[src/rtl/mm2s_packet_router.sv]
// mm2s_packet_router
// Takes the single MCDMA MM2S stream, locks the destination channel from
// tdest on the first beat of each packet, and writes every beat of that
// packet into the matching per-channel FIFO through a registered write port.
// Packets aimed at a channel that does not exist are swallowed whole and
// counted in a saturating 16-bit drop counter.
module mm2s_packet_router #(
    parameter int AXIS_DATA_WIDTH = 32,
    parameter int FIFO_DATA_WIDTH = 32,
    parameter int AXIS_KEEP_WIDTH = AXIS_DATA_WIDTH / 8,
    parameter int AXIS_DEST_WIDTH = 4,
    parameter int NUM_CHANNELS    = 2
) (
    input  logic                                  clk_in,
    input  logic                                  rst_in,

    output logic                                  SRC_AXIS_tready_out,
    input  logic [AXIS_DATA_WIDTH-1:0]            SRC_AXIS_tdata_in,
    input  logic [AXIS_DEST_WIDTH-1:0]            SRC_AXIS_tdest_in,
    input  logic [AXIS_KEEP_WIDTH-1:0]            SRC_AXIS_tkeep_in,
    input  logic                                  SRC_AXIS_tlast_in,
    input  logic                                  SRC_AXIS_tuser_in,
    input  logic                                  SRC_AXIS_tvalid_in,

    output logic [FIFO_DATA_WIDTH*NUM_CHANNELS-1:0] fifo_data_out,
    output logic [NUM_CHANNELS-1:0]               fifo_last_out,
    output logic [NUM_CHANNELS-1:0]               fifo_w_stb_out,
    input  logic [NUM_CHANNELS-1:0]               fifo_not_full_in,

    output logic [15:0]                           drop_count_out,
    output logic [1:0]                            dbg_state
);

    typedef enum logic [1:0] {
        IDLE  = 2'd0,
        ROUTE = 2'd1,
        DROP  = 2'd2
    } state_t;

    // Channel count widened by one bit so 2^AXIS_DEST_WIDTH channels still fits.
    localparam logic [AXIS_DEST_WIDTH:0] NUM_CH_EXT = (AXIS_DEST_WIDTH + 1)'(NUM_CHANNELS);

    state_t                       state_q;
    logic [AXIS_DEST_WIDTH-1:0]   dest_q;
    logic [FIFO_DATA_WIDTH-1:0]   data_q;
    logic                         last_q;
    logic [NUM_CHANNELS-1:0]      stb_q;
    logic [15:0]                  drop_count_q;
    logic [15:0]                  drop_count_d;

    logic [NUM_CHANNELS-1:0]      dest_onehot;
    logic                         dest_in_range;
    logic                         tready;
    logic                         beat_accept;

    // tkeep and tuser carry nothing this block acts on; beats are written whole.
    logic                         unused_inputs;
    assign unused_inputs = ^{SRC_AXIS_tkeep_in, SRC_AXIS_tuser_in};

    // A tdest below NUM_CHANNELS names a real FIFO; anything else is dropped.
    assign dest_in_range = {1'b0, SRC_AXIS_tdest_in} < NUM_CH_EXT;

    // Decode the locked destination into a one-hot channel select.
    always_comb begin
        // NOTE: every always_comb output gets a default first so no path
        // leaves it unassigned, which would otherwise infer a latch.
        dest_onehot = '0;
        for (int i = 0; i < NUM_CHANNELS; i++) begin
            if (dest_q == AXIS_DEST_WIDTH'(i)) begin
                dest_onehot[i] = 1'b1;
            end
        end
    end

    // Stream ready: follows only the locked FIFO's space flag in ROUTE, always
    // open in DROP, closed in IDLE while the next packet's tdest is sampled.
    always_comb begin
        tready = 1'b0;
        unique case (state_q)
            ROUTE:   tready = |(fifo_not_full_in & dest_onehot);
            DROP:    tready = 1'b1;
            default: tready = 1'b0;
        endcase
    end

    assign beat_accept = SRC_AXIS_tvalid_in & tready;

    // Saturating drop counter next value: bumps on the tlast of a dropped packet.
    always_comb begin
        drop_count_d = drop_count_q;
        if ((state_q == DROP) && beat_accept && SRC_AXIS_tlast_in &&
            (drop_count_q != 16'hFFFF)) begin
            drop_count_d = drop_count_q + 16'd1;
        end
    end

    // Packet FSM with registered FIFO write port and drop counter.
    always_ff @(posedge clk_in) begin
        if (rst_in) begin
            state_q      <= IDLE;
            dest_q       <= '0;
            data_q       <= '0;
            last_q       <= 1'b0;
            stb_q        <= '0;
            drop_count_q <= '0;
        end else begin
            // NOTE: non-blocking assignments in clocked logic, so every
            // register samples the pre-edge values regardless of order.
            stb_q        <= '0;
            drop_count_q <= drop_count_d;
            unique case (state_q)
                IDLE: begin
                    if (SRC_AXIS_tvalid_in) begin
                        dest_q  <= SRC_AXIS_tdest_in;
                        state_q <= dest_in_range ? ROUTE : DROP;
                    end
                end
                ROUTE: begin
                    // dest_q stays locked here, so mid-packet tdest changes are ignored.
                    if (beat_accept) begin
                        data_q <= SRC_AXIS_tdata_in;
                        last_q <= SRC_AXIS_tlast_in;
                        stb_q  <= dest_onehot;
                        if (SRC_AXIS_tlast_in) begin
                            state_q <= IDLE;
                        end
                    end
                end
                DROP: begin
                    if (beat_accept && SRC_AXIS_tlast_in) begin
                        state_q <= IDLE;
                    end
                end
                default: state_q <= IDLE;
            endcase
        end
    end

    assign SRC_AXIS_tready_out = tready;
    assign fifo_data_out       = {NUM_CHANNELS{data_q}};
    assign fifo_w_stb_out      = stb_q;
    assign fifo_last_out       = {NUM_CHANNELS{last_q}} & stb_q;
    assign drop_count_out      = drop_count_q;
    assign dbg_state           = state_q;

endmodule

[config.mk]
export PLATFORM = sky130hd
export DESIGN_NAME = mm2s_packet_router
export DESIGN_NICKNAME = d
export VERILOG_FILES = /design/src/rtl/mm2s_packet_router.sv
export SDC_FILE = /design/constraint.sdc
export NUM_CORES = 1
export LEC_CHECK = 0
export ABC_AREA = 1
export CAP_MARGIN = 20
export CORE_MARGIN = 3
export CORE_UTILIZATION = 44
export DETAILED_ROUTE_END_ITERATION = 12
export GPL_TIMING_DRIVEN = 0
export PLACE_DENSITY = 0.92
export SLEW_MARGIN = 30
export SYNTH_ARGS = -nofsm -noshare
export SYNTH_HDL_FRONTEND = slang
export SYNTH_SLANG_ARGS = --single-unit
export TNS_END_PERCENT = 1
[constraint.sdc]
create_clock -name clk_in -period 3.89 [get_ports clk_in]
set_input_delay 0.778 -clock clk_in [delete_from_list [all_inputs] [get_ports clk_in]]
set_output_delay 0.778 -clock clk_in [all_outputs]
set_load 0.1 [all_outputs]
# After elaboration in Yosys (flattened, before gate mapping)
# Cells that the tools add are included.
[classes]
add_sub_neg = 1
multipliers = 0
div = 0
order_cmp = 1
eq_ne = 8
n_shift = 0
n_mux = 9
bitwise_logic = 5
n_reduce_logical = 11
[ops]
columns = ["cell", "n"]
rows = [
  ["16-bit by 1-bit adder with 16-bit output, second input constant", 1],
  ["16-bit inequality test, second input constant", 1],
  ["2-bit two-way mux", 5],
  ["2-bit inequality test, second input constant", 3],
  ["2-bit one-hot mux with 3 select lines", 1],
  ["2-bit AND", 2],
  ["4-bit by 1-bit == test with 1-bit output, second input constant", 1],
  ["1-bit logical AND", 4],
  ["4-bit logical NOT", 1],
  ["4-bit by 2-bit < comparator with 1-bit output, second input constant", 1],
  ["2-bit AND reduction", 2],
  ["4-bit AND reduction", 1],
  ["3-bit OR reduction", 1],
  ["2-bit by 1-bit == test with 1-bit output, second input constant", 1],
  ["2-bit == test, second input constant", 1],
  ["2-bit logical NOT", 1],
  ["1-bit two-way mux", 2],
  ["2-bit by 1-bit inequality test with 1-bit output, second input constant", 1],
  ["1-bit inverter", 2],
  ["1-bit one-hot mux with 2 select lines", 1],
  ["2-bit OR reduction", 1],
  ["1-bit AND", 1],
]
[totals]
register_bits = 57
latch_bits = 0
ram_bits = 0
rom_bits = 0
in_bits = 47
out_inout_bits = 87
word_cells = 41
n_memories = 0

# Longest topological paths before layout
[depth]
word_depth = 9
depth_mapped = 10
ltp_nobuf = 9

# Worst setup path before layout
# No wires, ideal clock.
[synth_path]
kind = "flip-flop to output port"
from = "register state_q[0], in the netlist dbg_state[0]"
to = "output port SRC_AXIS_tready_out"
arrival_time_ps = 2313
required_ps = 3112
setup_slack_ps = 799
stages_incl_launch_ff = 6
n_path_buf = 0
cell_sequence = "dfxtp_1 inv_1 ha_1 o21a_1 nand2_1 inv_1"
[synth_via]
elab_chain_len = 2
elab_cells_between_ends = 3
cone_classes = "eq/ne: 2; mux: 1"
[synth_rtl]
columns = ["item", "line", "source"]
rows = [
  ["from (decl)", "43", "state_t state_q;"],
  ["from (signal assigned)", "115", "state_q <= dest_in_range ? ROUTE : DROP;"],
  ["2-bit == test or 2-bit by 1-bit == test with 1-bit output (tied branches)", "79", "unique case (state_q)"],
  ["1-bit one-hot mux with 2 select lines (*)", "79", ""],
  ["to (decl)", "17", "output logic SRC_AXIS_tready_out,"],
]
# Mark *: on every way between the ends. The rest lies on a longest branch, timed or not.

# Worst setup path in the final report
[layout_path]
from = "input port fifo_not_full_in[0]"
to = "output port SRC_AXIS_tready_out"
[layout_via]
elab_chain_len = 3
[layout_rtl]
columns = ["item", "line", "source"]
rows = [
  ["from (decl)", "28", "input logic [NUM_CHANNELS-1:0] fifo_not_full_in,"],
  ["2-bit AND", "80", "ROUTE: tready = |(fifo_not_full_in & dest_onehot);"],
  ["2-bit OR reduction", "80", ""],
  ["1-bit one-hot mux with 2 select lines", "79", ""],
]
# No other way between the ends.

==> run summary <==
• 6.37 mm — placed wire-length estimate after detailed placement
• 3 — critical path peak fanout
• primary output — Critical Path Sink Type
• 7.74 um2 — Avg Synthesized Cell Area
• 4.91 — detailed-route vias per instance
• 417 — number of nets produced by synthesis
• 54.4% — Area growth, synth to finish
• 9 — CTS buffer count
• 4200 um2 — cell area reported after detailed placement
• 910 uW — internal portion of total power
• 0 — hold-fix buffers at CTS
• 37 — distinct cell type count after synthesis
• 2 — Clock Path Buffers
• yes — CTS tree
• 80 — drt first-iter violations
• 0.06 ns — clock slew at reported path FFs
• 3 — H-tree depth
• 28 — Site Rows
• 6060 um2 — Floorplan Core Area
• 24.3% — Switching Share
• 86.2 um — Die Wd
• 0 — Overflow after GRT
• 57 — count of state elements after synthesis
• finished clean — status
• clkdlybuf4s50_1 — leading cell type in the layout, fill and taps excluded
• 2868 — vias after detailed routing
• 2.08 ns — setup slack on the worst flop-to-flop path
• input port — category of the worst setup path launch point
• reg2reg — worst hold-check path type
• 86.2 um — vertical extent of the die
• 0 — number of remaining DRC errors
• 292 uW — Sw Pwr
• 3.50 ns — Final min period
• 0.826 — global placer's final weighted congestion
• 0 — final number of hold-violating endpoints
• 0 — number of antenna violations at the first check in global routing
• 13.5 mm — wire length of the first global-routing pass
• 0 — synthesis warning total
• 0.996 ns — transition at the pin with the smallest max-transition slack
• 57 — clock sink count
• 4 — first-pass iteration count of the detailed router
• 33.4% — headroom to the max-slew limit
• 1.81 nW — P_leak
• false — setup repair after global routing missed its margin
• 22.8% — global-route usage over all layers
• 0 — Detail Route Antenna Nets
• in2out — critical path class
• 11 — largest net degree at the start of global routing
• 89.9% — portion of the clock cycle consumed by the worst path in the final layout
• 0.00519 ns — Worst Clk Skew
• 4370 um2 — post-route cell area
• 555 — net count of the finished layout
• clkdlybuf4s50_1, nor2_1, dfxtp_1, nand2_1, o21ai_0 — commonest non-fill, non-tap cells in the layout
• 10.2% — share of total power in combinational logic
• 2830 um2 — Cell Area, Synth
• 3.11 ns — CP Data Required Time
• 0.33 ns — clock latency on the worst-skew pair
• 13.8 um — drt wl/cell
• 366 — cells after synthesis
• 8.06 mm — final wirelength
• 193 uV — maximum vdd drop
• 40.3% — clock power share
• 134 — I/O pin count
• 127 — count of buffers inserted at the top-level ports
• 40.3% — sequential-to-total area share from yosys stat
• 0 — antenna cells
• 0 — # setup viols final
• 2.72 ns — worst endpoint data arrival time
• 7430 um2 — floorplan die area
• 286 MHz — fmax
• 3098 — number of global-route vias before repair
• 49.4% — sequential fraction of design power
• 46.7% — Initial Util
• 0 ns — setup tns final
• 275 nW/um2 — power density over the cells
• 0 — count of instances resized after the clock tree is built
• 0 — number of setup buffers added after CTS
• 0 — final number of max-transition violations
• clkbuf_8 — CTS root buf
• 0 — reported max-cap violation count
• 18.3% — share of final-layout standard cells stronger than drive strength 1
[state kept, by name, indices dropped and copies added, names as in the netlist]
register,cells
data_q,32
last_q,1
fifo_w_stb_out,2
dbg_state,2
drop_count_out,16
dest_q,4
[cells in the mapped netlist (all sizes together)]
cell type | instances | share of area [%]
inv | 29 | 4.0
nand4 | 4 | 0.88
nor3 | 6 | 1.6
clkbuf | 5 | 0.66
a21oi | 14 | 2.6
o22ai | 1 | 0.22
nor3b | 1 | 0.27
buf | 41 | 12
o21bai | 2 | 0.93
nor2 | 91 | 15
dfxtp | 57 | 40
o211a | 1 | 0.35
ha | 4 | 1.8
o21ai | 45 | 8.0
nor4 | 2 | 0.44
a31o | 1 | 0.31
xor2 | 1 | 0.31
and3 | 2 | 0.44
o21a | 1 | 0.27
nand3b | 1 | 0.27
nand2 | 41 | 5.7
nand3 | 16 | 3.8
[path summary, 6_finish.rpt]
check | startpoint | end | cells after the start
max reg2reg | dbg_state[1] | data_q[14] | 9
min | dest_q[0] | dest_q[0] | 2
min reg2reg | dest_q[0] | dest_q[0] | 2
max | fifo_not_full_in[0] | SRC_AXIS_tready_out | 6
[layer usage]
| layer | GRT usage, % | wire length [um] | up-vias |
|---|---|---|---|
| li1 | - | - | 1421 |
| met1 | 24.8 | 3160 | 1318 |
| met2 | 40.4 | 4060 | 108 |
| met3 | 6.65 | 663 | 21 |
| met4 | 10.8 | 174 | 0 |
| met5 | 0 | 0 | - |
[worst max-delay path: stages]
cell and delay [ns]:
clkdlybuf4s50_1 0.48, nand3_1 0.09, nand3_2 0.12, nand2_1 0.06, inv_1 0.05, clkdlybuf4s50_1 1.12
[power by group through the flow]
stage / Combinational [mW] / Clock, mW / Sequential, mW
final: 0.123 / 0.485 / 0.595
after global routing: 0.133 / 0.517 / 0.595
after CTS: 0.124 / 0.494 / 0.594
after detailed placement: 0.123 / 0 / 0.607
after global placement: 0.119 / 0 / 0.607
after floorplan: 0.0477 / 0 / 0.620
[metrics by stage]
stage          setup slack [ns]  instances  total power [mW]  util, %  hold WS (ns)
3_3_place_gp              0.388        568             0.726     69.2         0.460
2_1_floorplan             0.799        366             0.668        -         0.445
5_1_grt                   0.333        584              1.24     72.1         0.533
4_1_cts                   0.373        584              1.21     72.1         0.486
3_5_place_dp              0.374        568             0.730     69.2         0.478
6_report                  0.392        584              1.20     72.1         0.488
[kinds of logic after synthesis]
kind of cell	count (synthesis)	share of synthesized area, %
buf+inv	75	16.7
simple gates	164	28.3
xor+xnor	1	0.309
flops	57	40.3
fa+ha+maj	4	1.77
compound gates	65	12.6
[cell type report]
| cell class | count | area, um2 |
|---|---|---|
| fill | 462 | 1690 |
| timing repair buffer | 127 | 1270 |
| sequential | 57 | 1140 |
| multi-input combinational | 234 | 1220 |
| inverter | 29 | 114 |
| tap | 75 | 93.8 |
| buffer | 46 | 358 |
| clock buffer | 13 | 159 |
| clock inverter | 3 | 15.0 |
Power figures use the tool's default switching activity.
